===== config.mk =====
export PLATFORM = sky130hd
export DESIGN_NAME = mac4_accum
export DESIGN_NICKNAME = d
export VERILOG_FILES = /design/src/rtl/mac4_pkg.sv /design/src/rtl/mul4_array.sv /design/src/rtl/mac4_accum.sv
export SDC_FILE = /design/constraint.sdc
export NUM_CORES = 1
export LEC_CHECK = 0
export BUFFER_PORTS_ARGS = -buffer_cell sky130_fd_sc_hd__buf_4
export CAP_MARGIN = 30
export CORE_UTILIZATION = 40
export DETAILED_ROUTE_END_ITERATION = 8
export PLACE_DENSITY_LB_ADDON = 0.25
export SKIP_CTS_REPAIR_TIMING = 1
export SLEW_MARGIN = 40
export SYNTH_ARGS = -nofsm -noshare
export SYNTH_HDL_FRONTEND = slang
export SYNTH_SLANG_ARGS = --single-unit

===== constraint.sdc =====
create_clock -name clk -period 3.2 [get_ports clk]
set_clock_uncertainty 0.1 [all_clocks]
set_input_delay 0.48 -clock clk [delete_from_list [all_inputs] [get_ports clk]]
set_output_delay 0.48 -clock clk [all_outputs]
set_load 0.05 [all_outputs]

===== src/rtl/mac4_pkg.sv =====
// Shared widths and FSM state type for the mac4 multiply-accumulate slice.
package mac4_pkg;
    localparam int OPND_W = 4;
    localparam int PROD_W = 8;

    typedef enum logic [1:0] {
        IDLE,
        ACCUM,
        DRAIN,
        DONE
    } state_t;
endpackage


===== src/rtl/mul4_array.sv =====
// Combinational 4x4 unsigned array multiplier (sum of shifted partial products).
module mul4_array
    import mac4_pkg::*;
(
    input  logic [OPND_W-1:0] a,
    input  logic [OPND_W-1:0] b,
    output logic [PROD_W-1:0] prod
);
    always_comb begin
        prod = '0;
        for (int i = 0; i < OPND_W; i++) begin
            prod = prod + ({{(PROD_W-OPND_W){1'b0}}, a & {OPND_W{b[i]}}} << i);
        end
    end
endmodule


===== src/rtl/mac4_accum.sv =====
// N_TERMS-term 4-bit dot-product accumulator with valid/ready in and out.
// Define MAC4_SAT_EN to saturate the accumulator instead of wrapping.
module mac4_accum
    import mac4_pkg::*;
#(
    parameter int N_TERMS = 4,
    parameter int ACC_W   = 12
) (
    input  logic              clk,
    input  logic              rst_n,
    input  logic              clr,
    input  logic              in_valid,
    output logic              in_ready,
    input  logic [OPND_W-1:0] x,
    input  logic [OPND_W-1:0] y,
    output logic              out_valid,
    input  logic              out_ready,
    output logic [ACC_W-1:0]  result,
    output logic              ovf
);
    state_t              state;
    state_t              nxt;
    logic [OPND_W-1:0]   x_r;
    logic [OPND_W-1:0]   y_r;
    logic                p_valid;
    logic [7:0]          cnt;
    logic [ACC_W-1:0]    acc;
    logic                ovf_r;
    logic [PROD_W-1:0]   prod;
    logic [ACC_W:0]      sum;
    logic [ACC_W-1:0]    acc_nxt;
    logic                accept;
    logic                last;

    mul4_array u_mul (
        .a    (x_r),
        .b    (y_r),
        .prod (prod)
    );

    assign in_ready  = (state == IDLE) || (state == ACCUM);
    assign out_valid = (state == DONE);
    assign result    = acc;
    assign ovf       = ovf_r;
    assign accept    = in_valid && in_ready && !clr;
    assign last      = (cnt == 8'(N_TERMS - 1));

    // Bit ACC_W of sum is the carry out used for both wrap and saturation.
    always_comb begin
        sum = {1'b0, acc} + {{(ACC_W+1-PROD_W){1'b0}}, prod};
`ifdef MAC4_SAT_EN
        acc_nxt = sum[ACC_W] ? '1 : sum[ACC_W-1:0];
`else
        acc_nxt = sum[ACC_W-1:0];
`endif
    end

    always_comb begin
        nxt = state;
        unique case (state)
            IDLE:  if (accept) nxt = last ? DRAIN : ACCUM;
            ACCUM: if (accept && last) nxt = DRAIN;
            DRAIN: if (!p_valid) nxt = DONE;
            DONE:  if (out_ready) nxt = IDLE;
        endcase
        if (clr) nxt = IDLE;
    end

    always_ff @(posedge clk or negedge rst_n) begin
        if (!rst_n) state <= IDLE;
        else        state <= nxt;
    end

    always_ff @(posedge clk or negedge rst_n) begin
        if (!rst_n) begin
            x_r     <= '0;
            y_r     <= '0;
            p_valid <= 1'b0;
            cnt     <= '0;
            acc     <= '0;
            ovf_r   <= 1'b0;
        end else if (clr) begin
            p_valid <= 1'b0;
            cnt     <= '0;
            acc     <= '0;
            ovf_r   <= 1'b0;
        end else begin
            p_valid <= accept;
            if (accept) begin
                x_r <= x;
                y_r <= y;
                cnt <= cnt + 8'd1;
            end
            if (p_valid) begin
                acc   <= acc_nxt;
                ovf_r <= ovf_r | sum[ACC_W];
            end
            if (state == DONE && out_ready) begin
                acc   <= '0;
                cnt   <= '0;
                ovf_r <= 1'b0;
            end
        end
    end
endmodule


# After elaboration in Yosys (flattened, before gate mapping)
# Index checks and enable logic that the tools add are counted.
[totals]
reg_bits = 32
word_cells = 54
out_inout_bits = 15
inputBits = 13
[op_classes]
add_sub_neg = 5
mux = 17
bitwise = 6
reduce_logical = 11
eq_ne = 8
[op_table]
columns = ["operator", "n"]
rows = [
  ["2-to-1 mux 12 bit", 3],
  ["2-to-1 mux 8 bit", 3],
  ["AND 4 bit", 4],
  ["adder 12 x 8 -> 13 bit", 1],
  ["2-to-1 mux 2 bit", 6],
  ["adder 7 x 7 -> 8 bit", 1],
  ["adder 8 x 1 -> 8 bit, second input constant", 1],
  ["equality test 8 x 2 -> 1 bit, second input constant", 1],
  ["one-hot mux 2 bit (4 select lines)", 1],
  ["adder 6 x 6 -> 7 bit", 1],
  ["adder 4 x 5 -> 6 bit", 1],
  ["!= test 3 x 2 -> 1 bit, second input constant", 2],
  ["!= test 3 bit, second input constant", 2],
  ["nonzero test 3 bit", 2],
  ["equality test 2 bit, second input constant", 2],
  ["logical AND 1 bit", 4],
  ["2-to-1 mux 1 bit", 4],
  ["AND reduction 4 bit", 1],
  ["equality test 2 x 1 -> 1 bit, second input constant", 1],
  ["zero test 2 bit", 1],
  ["AND reduction 2 bit", 1],
  ["zero test 1 bit", 1],
  ["logical OR 1 bit", 1],
  ["NOT 1 bit", 1],
  ["OR 1 bit", 1],
]

# Logic depth before layout (Yosys ltp)
# Gate-level depths: netlist of the first run.
[depth]
depth_word = 9
mapped_depth = 14
depth_no_buf = 14

# Cells and area by module
# A second synthesis of the first run with hierarchy kept.
[unflattened]
cells_unflattened = 244
area_unflattened_um2 = 2361.0
[modules_own_cells]
columns = ["mod", "n_inst", "cells_each", "seq_area_each_um2", "area_each_um2"]
rows = [
  ["mac4_accum", 1, 202, 800.8, 1975.6],
  ["mul4_array", 1, 42, 0.0, 385.4],
]

# Worst setup path after synthesis of the first run
# OpenSTA, ideal clock, no wires.
[synth_path]
kind = "reg2reg"
from = "reg acc[3] (netlist: result[3])"
to = "reg acc[9] (netlist: result[9])"
stages_incl_launch_ff = 15
setup_ns = 0.087
required_ns = 3.013
path_buffers = 0
period_less_slack_ns = 3.847
arrival_time_ns = 3.661
path_slack_ns = -0.647
cell_sequence = "dfrtp_1 > inv_1 > fa_1 > inv_1 > fa_1 > inv_1 > fa_1 > inv_1 > ha_1 > inv_1 > fa_1 > nor2b_1 > o31ai_1 > a211o_1 > o211ai_1"
[synth_between]
elab_chain_len = 4
[synth_rtl]
columns = ["element", "line", "source"]
rows = [
  ["start: declaration", "mac4_accum.sv:27", "logic [ACC_W-1:0] acc;"],
  ["start signal: assignment", "mac4_accum.sv:95", "acc <= acc_nxt;"],
  ["adder 12 x 8 -> 13 bit", "mac4_accum.sv:50", "sum = {1'b0, acc} + {{(ACC_W+1-PROD_W){1'b0}}, prod};"],
  ["2-to-1 mux 12 bit", "mac4_accum.sv:94", "if (p_valid) begin"],
  ["2-to-1 mux 12 bit", "mac4_accum.sv:98", "if (state == DONE && out_ready) begin"],
  ["2-to-1 mux 12 bit", "mac4_accum.sv:82", "end else if (clr) begin"],
]
# No other way between the ends. The select of a mux whose other input is x is not followed.
# A chain may end at the register's enable or synchronous reset.

# Worst setup path after layout of the first run
[layout_path]
from = "reg y_r[1]"
to = "reg acc[9] (netlist: result[9])"
[layout_between]
elab_chain_len = 8
[layout_rtl]
columns = ["element", "line", "source"]
rows = [
  ["start: declaration", "mac4_accum.sv:24", "logic [OPND_W-1:0] y_r;"],
  ["start signal: assignment", "mac4_accum.sv:91", "y_r <= y;"],
  ["AND 4 bit", "mul4_array.sv:12", "prod = prod + ({{(PROD_W-OPND_W){1'b0}}, a & {OPND_W{b[i]}}} << i);"],
  ["adder 4 x 5 -> 6 bit", "mul4_array.sv:12", ""],
  ["adder 6 x 6 -> 7 bit", "mul4_array.sv:12", ""],
  ["adder 7 x 7 -> 8 bit", "mul4_array.sv:12", ""],
  ["adder 12 x 8 -> 13 bit", "mac4_accum.sv:50", ""],
  ["2-to-1 mux 12 bit", "mac4_accum.sv:94", ""],
  ["2-to-1 mux 12 bit", "mac4_accum.sv:98", ""],
  ["2-to-1 mux 12 bit", "mac4_accum.sv:82", ""],
]
# No other way between the ends. The select of a mux whose other input is x is not followed.

==> impl_metrics.toml, run 1 <==
[worst_setup_path]
critPathRequiredTime_ns = 3.32
cpMaxStageDelayCell = "fa_1"
path_cells = "nand2_2 -> fa_1 -> inv_2 -> fa_1 -> inv_1 -> fa_1 -> inv_2 -> ha_4 -> inv_2 -> fa_2 -> nor2b_4 -> o31ai_4 -> a211o_1 -> o211ai_1"
max_stage_delay_ns = 0.54
cp_max_fo = 4
r2r_start = "y_r[1]$_DFFE_PN0P_"
crit_family = "adder cells"
reg2regPathDepth = 14
path_class = "register to register"
critPathCaptureType = "register"
reg2reg_to = "result[9]$_DFFE_PN0P_"
setup.worst_path.start_class = "register"
ff2ff_setup_slack_ns = -0.25
critPathBufInv = 4
cp.arrival_ns = 3.57

[floorplan]
num_rows = 27
fp.dieW_um = 77.2
dieArea_um2 = 5950
die_h_um = 77.2
start_util_pct = 41.3
fp.coreArea_um2 = 5470
pin_count = 28

[routing]
routed_wl_um = 4840
drtPass1Iterations = 4
met3_length_um = 140
via_per_inst = 5.11
route.detailed.drc = 0
ant_nets = 0
met2_length_um = 2400
drt_iter0_markers = 102
wl_per_cell_um = 13.9
via_count = 1778
top_layer = "met4"
drt-met1-wl_um = 2230

[logic_synthesis]
avgSynthCellArea_um2 = 10.2
synth.net_count = 269
ys_types = 44
ys_warn_count = 0
ys_seq_area_share_pct = 35.4
syn_inst = 222
syn_area_um2 = 2260
synth_seq_cells = 32

[global_route]
grt_pass1_vias = 1738
grt.total_usage_pct = 17.3
antenna_found_initial = 0
grt_max_degree = 33
grt_overflow = 0
grt_pass1_wl_um = 8090

[final_layout]
diodes = 0
layout_commonest_cell = "buf_4"
final_layout_size_suffix_gt1_share_pct = 33.3
final_cell_mix = "49 x buf_4, 30 x dfrtp_1, 22 x ha_1, 15 x inv_1, 15 x nand2_1"
nNetsFinal = 322
stdcell_count = 348
area_delta_synth_final_pct = 28.9
final_util_pct = 53.2

[sta]
tns_ns = -1.68
fin_crit_sh_pct = 108
relSlewSlack_pct = 46.7
setup_violations = 9
fin_ws_ns = -0.252
grt_setup_unrepaired = "true"
hold_viol = 0
period_needed_ns = 3.45
max_clock_freq_ghz = 0.290
drv_slew = 0
worstMarginPinSlew_ns = 0.799

[cts]
clk_pin_slew_worst_paths_ns = 0.08
cts.sinks = 32
clock_path_buffers = 2
htreeDepth = 2
numCtsBuffers = 5
tritoncts = "yes"
clk-insertion-delay-late_ns = 0.29
cts_root_buffer = "clkbuf_8"

[min_path]
hold_class = "input pin to asynchronous set/reset pin"

[place]
port_buffers = 27
place_hpwl_um = 3540
dp.cells = 336
place.gp.congestion = 0.828

[run_status]
status = "complete, but fails checks"
violations = "negative setup slack"

[pwr]
leakage_uw = 0.00139
vdd_drop_max_uv = 752
p_per_area_nw_per_um2 = 1110

[run]
maxCapViolCount = 0
cell usage after synthesis:
master | count | area share, %
nor4_1 | 1 | 0.28
or2_2 | 2 | 0.55
nand2_1 | 16 | 2.7
clkbuf_1 | 3 | 0.50
o21a_1 | 4 | 1.3
nand3_1 | 4 | 0.89
and2_1 | 10 | 2.8
o41a_1 | 1 | 0.50
nand2b_1 | 3 | 0.83
o21ai_1 | 1 | 0.22
ha_1 | 24 | 13
nor3_1 | 3 | 0.66
nand4b_1 | 1 | 0.39
nand3b_1 | 3 | 1.0
buf_1 | 1 | 0.17
and3b_1 | 1 | 0.39
nor2_1 | 14 | 2.3
a211oi_1 | 1 | 0.33
fa_1 | 10 | 8.9
xor2_1 | 3 | 1.2
a21oi_1 | 9 | 2.0
a31oi_1 | 1 | 0.28
o21ai_0 | 4 | 0.89
inv_1 | 21 | 3.5
and3_1 | 1 | 0.28
xnor2_1 | 4 | 1.6
a311oi_1 | 1 | 0.39
dfrtp_1 | 32 | 35
or3b_2 | 1 | 0.39
o41ai_1 | 1 | 0.39
mux2i_1 | 8 | 3.5
mux2_2 | 8 | 4.0
o311a_2 | 1 | 0.50
o221ai_1 | 1 | 0.39
a211o_1 | 1 | 0.39
or3_1 | 1 | 0.28
nand4_1 | 5 | 1.4
o31ai_1 | 1 | 0.33
or4b_2 | 1 | 0.44
or2_0 | 1 | 0.28
or4_4 | 1 | 0.50
nor2b_1 | 3 | 0.83
o211ai_1 | 8 | 2.7
a21o_1 | 1 | 0.33
logic make-up (layout without fill, tap and decap cells):
family,count (synthesis),in the layout,synth area share [%]
flops,32,32,35.4
mux,16,16,7.53
compound gates,36,36,10.9
buf+inv,25,79,4.15
fa+ha+maj,34,34,22.1
simple gates,72,72,17.1
xor+xnor,7,7,2.71
sequential cells by signal, summed over array words and instances (netlist names):
name / flops
cnt: 8
ovf: 1
p_valid: 1
result: 12
state: 2
x_r: 4
y_r: 4
power by group:
| part | switching, uW | internal, uW |
|---|---|---|
| Combinational | 1160 | 1100 |
| Clock | 166 | 174 |
| Sequential | 114 | 516 |
| Total | 1440 | 1790 |
per-stage QoR:
stage / instance area, um^2 / power (uW) / hold slack (ns) / setup WS, ns
6_report: 2910 / 3230 / 0.0201 / -0.252
5_1_grt: 2910 / 3550 / 0.0433 / -0.381
4_1_cts: 2800 / 2860 / 0.0310 / -0.330
3_5_place_dp: 2700 / 2510 / 0.351 / -0.303
3_3_place_gp: 2700 / 2460 / 0.352 / -0.203
2_1_floorplan: 2280 / 1890 / 0.0844 / -0.231
per-layer routing:
metal	vias to the layer above	GRT usage, %
li1	877	-
met2	32	27.4
met5	-	0
met3	4	3.21
met1	865	23.2
met4	0	6.79
worst max-delay path by stage:
stage,to,slack [ns],start,depth (start not counted)
2_1_floorplan,result[9]$_DFFE_PN0P_,-0.23,result[3]$_DFFE_PN0P_,14
3_3_place_gp,result[11]$_DFFE_PN0P_,-0.20,y_r[1]$_DFFE_PN0P_,14
3_5_place_dp,result[11]$_DFFE_PN0P_,-0.30,y_r[1]$_DFFE_PN0P_,14
4_1_cts,result[11]$_DFFE_PN0P_,-0.33,y_r[1]$_DFFE_PN0P_,14
5_1_grt,result[9]$_DFFE_PN0P_,-0.38,y_r[1]$_DFFE_PN0P_,14
6_report,result[9]$_DFFE_PN0P_,-0.25,y_r[1]$_DFFE_PN0P_,14
cell type report:
cell class | instances | area, um^2
Clock inverter | 2 | 15.0
Clock buffer | 6 | 82.6
Tap cell | 72 | 90.1
Inverter | 21 | 78.8
Multi-Input combinational cell | 165 | 1460
Fill cell | 494 | 2560
Timing Repair Buffer | 50 | 379
Sequential cell | 32 | 803
No activity file was read; power rests on OpenSTA's default activity.
==> inputs of run 2 (changes only) <==
CORE_ASPECT_RATIO = 0.9   (was default)
==> run 2 against run 1 <==
Against the previous run:
- the flow still finishes with violations (negative setup slack)
- maximum frequency shrank 1.0%
- sequential power is essentially flat
- sequential share of layout area shrank 0.47 points
- total power grew 11%
- combinational power grew 12%
- setup slack lost 0.036 ns
- non-clock buffer count shrank 1
- worst hold slack is essentially flat
- critical path type unchanged
- critical endpoint unchanged
- largest cell class unchanged
==> impl_metrics.toml, run 2 (same netlist as run 1, synthesis figures left out) <==
[run]
maxCapViolCount = 0

[worst_setup_path]
path_class = "register to register"
critPathCaptureType = "register"
cp.arrival_ns = 3.60
critPathRequiredTime_ns = 3.31
setup.worst_path.start_class = "register"
cp_max_fo = 4

[sta]
fin_crit_sh_pct = 109
fin_ws_ns = -0.288
hold_viol = 0
max_clock_freq_ghz = 0.287
grt_setup_unrepaired = "true"
hold_slack_ns = 0.0200
worstMarginPinSlew_ns = 0.844
period_needed_ns = 3.49
setup_violations = 9
relSlewSlack_pct = 43.7
drv_slew = 0

[cts]
tritoncts = "yes"
clock_path_buffers = 2
cts_root_buffer = "clkbuf_8"
clk_pin_slew_worst_paths_ns = 0.08
cts.sinks = 32
htreeDepth = 2
numCtsBuffers = 5
clk-insertion-delay-late_ns = 0.29

[pwr]
p_per_area_nw_per_um2 = 1210
power_uw = 3600
p_sw_share_pct = 42.1
combPwrFrac_pct = 70.5
p_seq_share_pct = 17.5
power_switching_uw = 1510
p_int_uw = 2080
vdd_drop_max_uv = 688
power_frac_clock_pct = 12.1
leakage_uw = 0.00140

[global_route]
grt_pass1_vias = 1639
grt.total_usage_pct = 17.6
antenna_found_initial = 0
grt_pass1_wl_um = 7710
grt_overflow = 0
grt_max_degree = 33

[final_layout]
area_delta_synth_final_pct = 31.1
layout_commonest_cell = "buf_4"
nNetsFinal = 321
largest_reg_flops = 12
diodes = 0
final_layout_size_suffix_gt1_share_pct = 34.9
final_cell_mix = "49 x buf_4, 30 x dfrtp_1, 19 x ha_1, 16 x inv_1, 15 x nand2_1"

[floorplan]
fp.dieW_um = 81.2
die_h_um = 73.3
pin_count = 28
num_rows = 25
fp.coreArea_um2 = 5350
start_util_pct = 42.2
dieArea_um2 = 5950

[place]
place.gp.congestion = 0.809
port_buffers = 27
place_hpwl_um = 3590

[routing]
routed_wl_um = 5030
drt_iter0_markers = 67
drtPass1Iterations = 4
wl_per_cell_um = 14.7
via_per_inst = 5.12
ant_nets = 0
route.detailed.drc = 0
via_count = 1751

[min_path]
hold_class = "input pin to asynchronous set/reset pin"

[run_status]
violations = "negative setup slack"
status = "complete, but fails checks"
==> run 2: per-stage QoR <==
stage	TNS [ns]	utilization, %	cells	area [um^2]	setup slack (ns)
2_1_floorplan	-0.654	-	222	2280	-0.231
4_1_cts	-1.83	52.8	340	2830	-0.315
3_5_place_dp	-1.89	50.5	332	2700	-0.325
6_report	-1.54	55.4	342	2960	-0.288
3_3_place_gp	-0.919	50.5	332	2700	-0.170
5_1_grt	-2.84	55.4	342	2960	-0.464
==> run 2: critical path, stage by stage, from the launching register on <==
cell and delay, ns:
dfrtp_1 0.37, nand2_2 0.08, fa_1 0.57, inv_2 0.04, fa_1 0.47, inv_1 0.04
fa_1 0.42, inv_1 0.08, ha_2 0.19, inv_2 0.05, fa_2 0.39, nor2b_4 0.16
o31ai_4 0.09, a211o_1 0.27, o211ai_1 0.09
==> run 2: power by group through the flow <==
stage	Sequential (uW)	Clock [uW]	Combinational [uW]
after floorplan	734	0	1150
after global placement	630	0	1840
after detailed placement	633	0	1860
after CTS	625	448	1870
after global routing	647	465	2790
final	628	434	2530
==> run 2: final timing paths <==
path                               startpoint                    end  slack, ns  depth (start not counted)
setup / recovery           y_r[1]$_DFFE_PN0P_  result[9]$_DFFE_PN0P_      -0.29                         14
hold / removal                          rst_n   state[1]$_DFFE_PN0P_       0.02                          1
setup reg to reg           y_r[1]$_DFFE_PN0P_  result[9]$_DFFE_PN0P_      -0.29                         14
hold reg to reg            cnt[1]$_DFFE_PN0P_     cnt[1]$_DFFE_PN0P_       0.46                          2
max in group asynchronous               rst_n  result[2]$_DFFE_PN0P_       2.66                          1
min in group clk                          clr   state[0]$_DFFE_PN0P_       0.32                          2
==> run 2: final cells by class <==
| type | count | area [um^2] |
|---|---|---|
| timing repair buffer | 49 | 368 |
| multi-input combinational | 165 | 1500 |
| clock inverter | 1 | 30.0 |
| tap | 67 | 83.8 |
| inverter | 21 | 78.8 |
| sequential | 32 | 803 |
| fill | 485 | 2390 |
| clock buffer | 7 | 96.3 |
==> run 2: metal layers <==
metal,routed length [um],up-vias,global-route usage (%)
li1,-,879,-
met1,2440,851,24.8
met2,2430,17,26.1
met3,112,4,4.47
met4,51,0,5.95
met5,0,-,0
==> inputs of run 3 (changes only) <==
SKIP_CTS_REPAIR_TIMING = default   (was 1)
==> run 3 against run 2 <==
Against the previous run:
- the run still ends with negative setup slack left
- critical path type unchanged
- global-route usage increased by 0.71 points
- first-iteration DRC count shrank 37%
- sequential power about the same
- sequential cell count unchanged
- worst hold slack better by 0.0028 ns
- critical endpoint unchanged
- highest routed layer unchanged
- wire length shrank 1.6%
- combinational power is 4% lower
- maximum frequency up 1.1%
- clock-buffer cell count unchanged
==> impl_metrics.toml, run 3 (same netlist as run 1, synthesis figures left out) <==
[place]
port_buffers = 27
place.gp.congestion = 0.809
postPlaceCellArea_um2 = 2700
place_hpwl_um = 3590

[floorplan]
fp.coreArea_um2 = 5350
die_h_um = 73.3
fp.dieW_um = 81.2
num_rows = 25
pin_count = 28
dieArea_um2 = 5950
start_util_pct = 42.2

[run_status]
violations = "negative setup slack"
status = "complete, but fails checks"

[sta]
tns_ns = -0.927
grt_setup_unrepaired = "true"
relSlewSlack_pct = 44.8
hold_viol = 0
period_needed_ns = 3.45
fin_crit_sh_pct = 108
drv_slew = 0
setup_violations = 9
worstMarginPinSlew_ns = 0.828
max_clock_freq_ghz = 0.290
fin_ws_ns = -0.251

[worst_setup_path]
endpoint = "result[9]$_DFFE_PN0P_"
critPathCaptureType = "register"
cp.arrival_ns = 3.56
path_class = "register to register"
critPathRequiredTime_ns = 3.31
reg2reg_to = "result[9]$_DFFE_PN0P_"
startpoint = "y_r[2]$_DFFE_PN0P_"
cp_max_fo = 4
r2r_start = "y_r[2]$_DFFE_PN0P_"
setup.worst_path.start_class = "register"
reg2regPathDepth = 14
ff2ff_setup_slack_ns = -0.25

[cts]
clk-insertion-delay-late_ns = 0.29
clock_path_buffers = 2
numCtsBuffers = 5
cts_root_buffer = "clkbuf_8"
tritoncts = "yes"
htreeDepth = 2
cts.sinks = 32
cts_hold_buf = 0
clk_pin_slew_worst_paths_ns = 0.07

[global_route]
antenna_found_initial = 0
grt_overflow = 0
grt_max_degree = 33
grt.total_usage_pct = 18.3
grt_pass1_wl_um = 7990
grt_pass1_vias = 1662

[pwr]
leakage_uw = 0.00140
p_seq_share_pct = 18.0
combPwrFrac_pct = 69.6
power_switching_uw = 1470
vdd_drop_max_uv = 670
p_sw_share_pct = 42.1
power_uw = 3500
p_per_area_nw_per_um2 = 1180
power_frac_clock_pct = 12.4
p_int_uw = 2020

[final_layout]
final_cell_mix = "50 x buf_4, 30 x dfrtp_1, 19 x ha_1, 16 x inv_1"
seqCellArea_um2 = 803
area_delta_synth_final_pct = 31.3
largest_reg_flops = 12
final_layout_size_suffix_gt1_share_pct = 34.8
layout_commonest_cell = "buf_4"
final_util_pct = 55.5
multiInputGateArea_um2 = 1500
diodes = 0
stdcell_area_um2 = 2970
nNetsFinal = 322
fillerInstances = 483

[routing]
via_per_inst = 5.04
via_count = 1729
drtPass1Iterations = 4
wl_per_cell_um = 14.4
ant_nets = 0
route.detailed.drc = 0
routed_wl_um = 4950
drt_iter0_markers = 42

[run]
maxCapViolCount = 0

[min_path]
hold_class = "input pin to asynchronous set/reset pin"
[run 3: worst max-delay path: stages, from the launching register on]
cell,delay [ns]
dfrtp_1,0.40
nand2_2,0.08
fa_1,0.51
inv_2,0.04
fa_1,0.47
inv_1,0.05
fa_1,0.42
inv_1,0.07
ha_2,0.17
inv_2,0.04
fa_2,0.38
nor2b_4,0.16
o31ai_4,0.08
a211o_1,0.31
o211ai_1,0.09
[run 3: power groups by stage]
stage / Clock (uW) / Combinational, uW / Sequential, uW
floorplan: 0 / 1150 / 734
global route: 466 / 2700 / 648
finish: 433 / 2440 / 628
global placement: 0 / 1840 / 630
CTS: 448 / 2260 / 630
detailed placement: 0 / 1860 / 633
[run 3: area by class of cell]
class	count	share of cell area (%)
Multi-Input combinational cell	165	50.5
Sequential cell	32	27.1
Timing Repair Buffer	50	12.6
Clock buffer	7	3.25
Tap cell	67	2.82
Inverter	21	2.66
Clock inverter	1	1.01
[run 3: worst min path at each step]
stage | slack, ns | to | from | cells past startpoint
finish | 0.02 | state[1]$_DFFE_PN0P_ | rst_n | 1
global route | 0.05 | state[1]$_DFFE_PN0P_ | rst_n | 1
CTS | 0.04 | state[1]$_DFFE_PN0P_ | rst_n | 1
detailed placement | 0.36 | state[1]$_DFFE_PN0P_ | rst_n | 1
global placement | 0.35 | state[1]$_DFFE_PN0P_ | rst_n | 1
floorplan | 0.08 | cnt[0]$_DFFE_PN0P_ | rst_n | 0
[run 3: timing repair]
item,CTS,global route
pin swaps,11,14
endpoints found under the hold margin,0,0
setup buffers,2,2
gates cloned,0,0
gates resized for setup,13,7
endpoints found under the setup margin,9,9
[run 3: metrics by stage]
step / worst slack (ns) / hold WS [ns] / instances
6_report: -0.251 / 0.0228 / 343
2_1_floorplan: -0.231 / 0.0844 / 222
5_1_grt: -0.356 / 0.0494 / 343
3_5_place_dp: -0.325 / 0.355 / 332
4_1_cts: -0.227 / 0.0394 / 341
3_3_place_gp: -0.170 / 0.352 / 332
[run 3: layer usage]
| metal | wire, um | part of all wire, % | vias to the layer above | global-route usage, % |
|---|---|---|---|---|
| li1 | - | - | 881 | - |
| met1 | 2420 | 49 | 834 | 25.6 |
| met2 | 2400 | 48 | 12 | 27.6 |
| met3 | 96 | 1.9 | 2 | 4.47 |
| met4 | 29 | 0.59 | 0 | 5.95 |
| met5 | 0 | 0 | - | 0 |
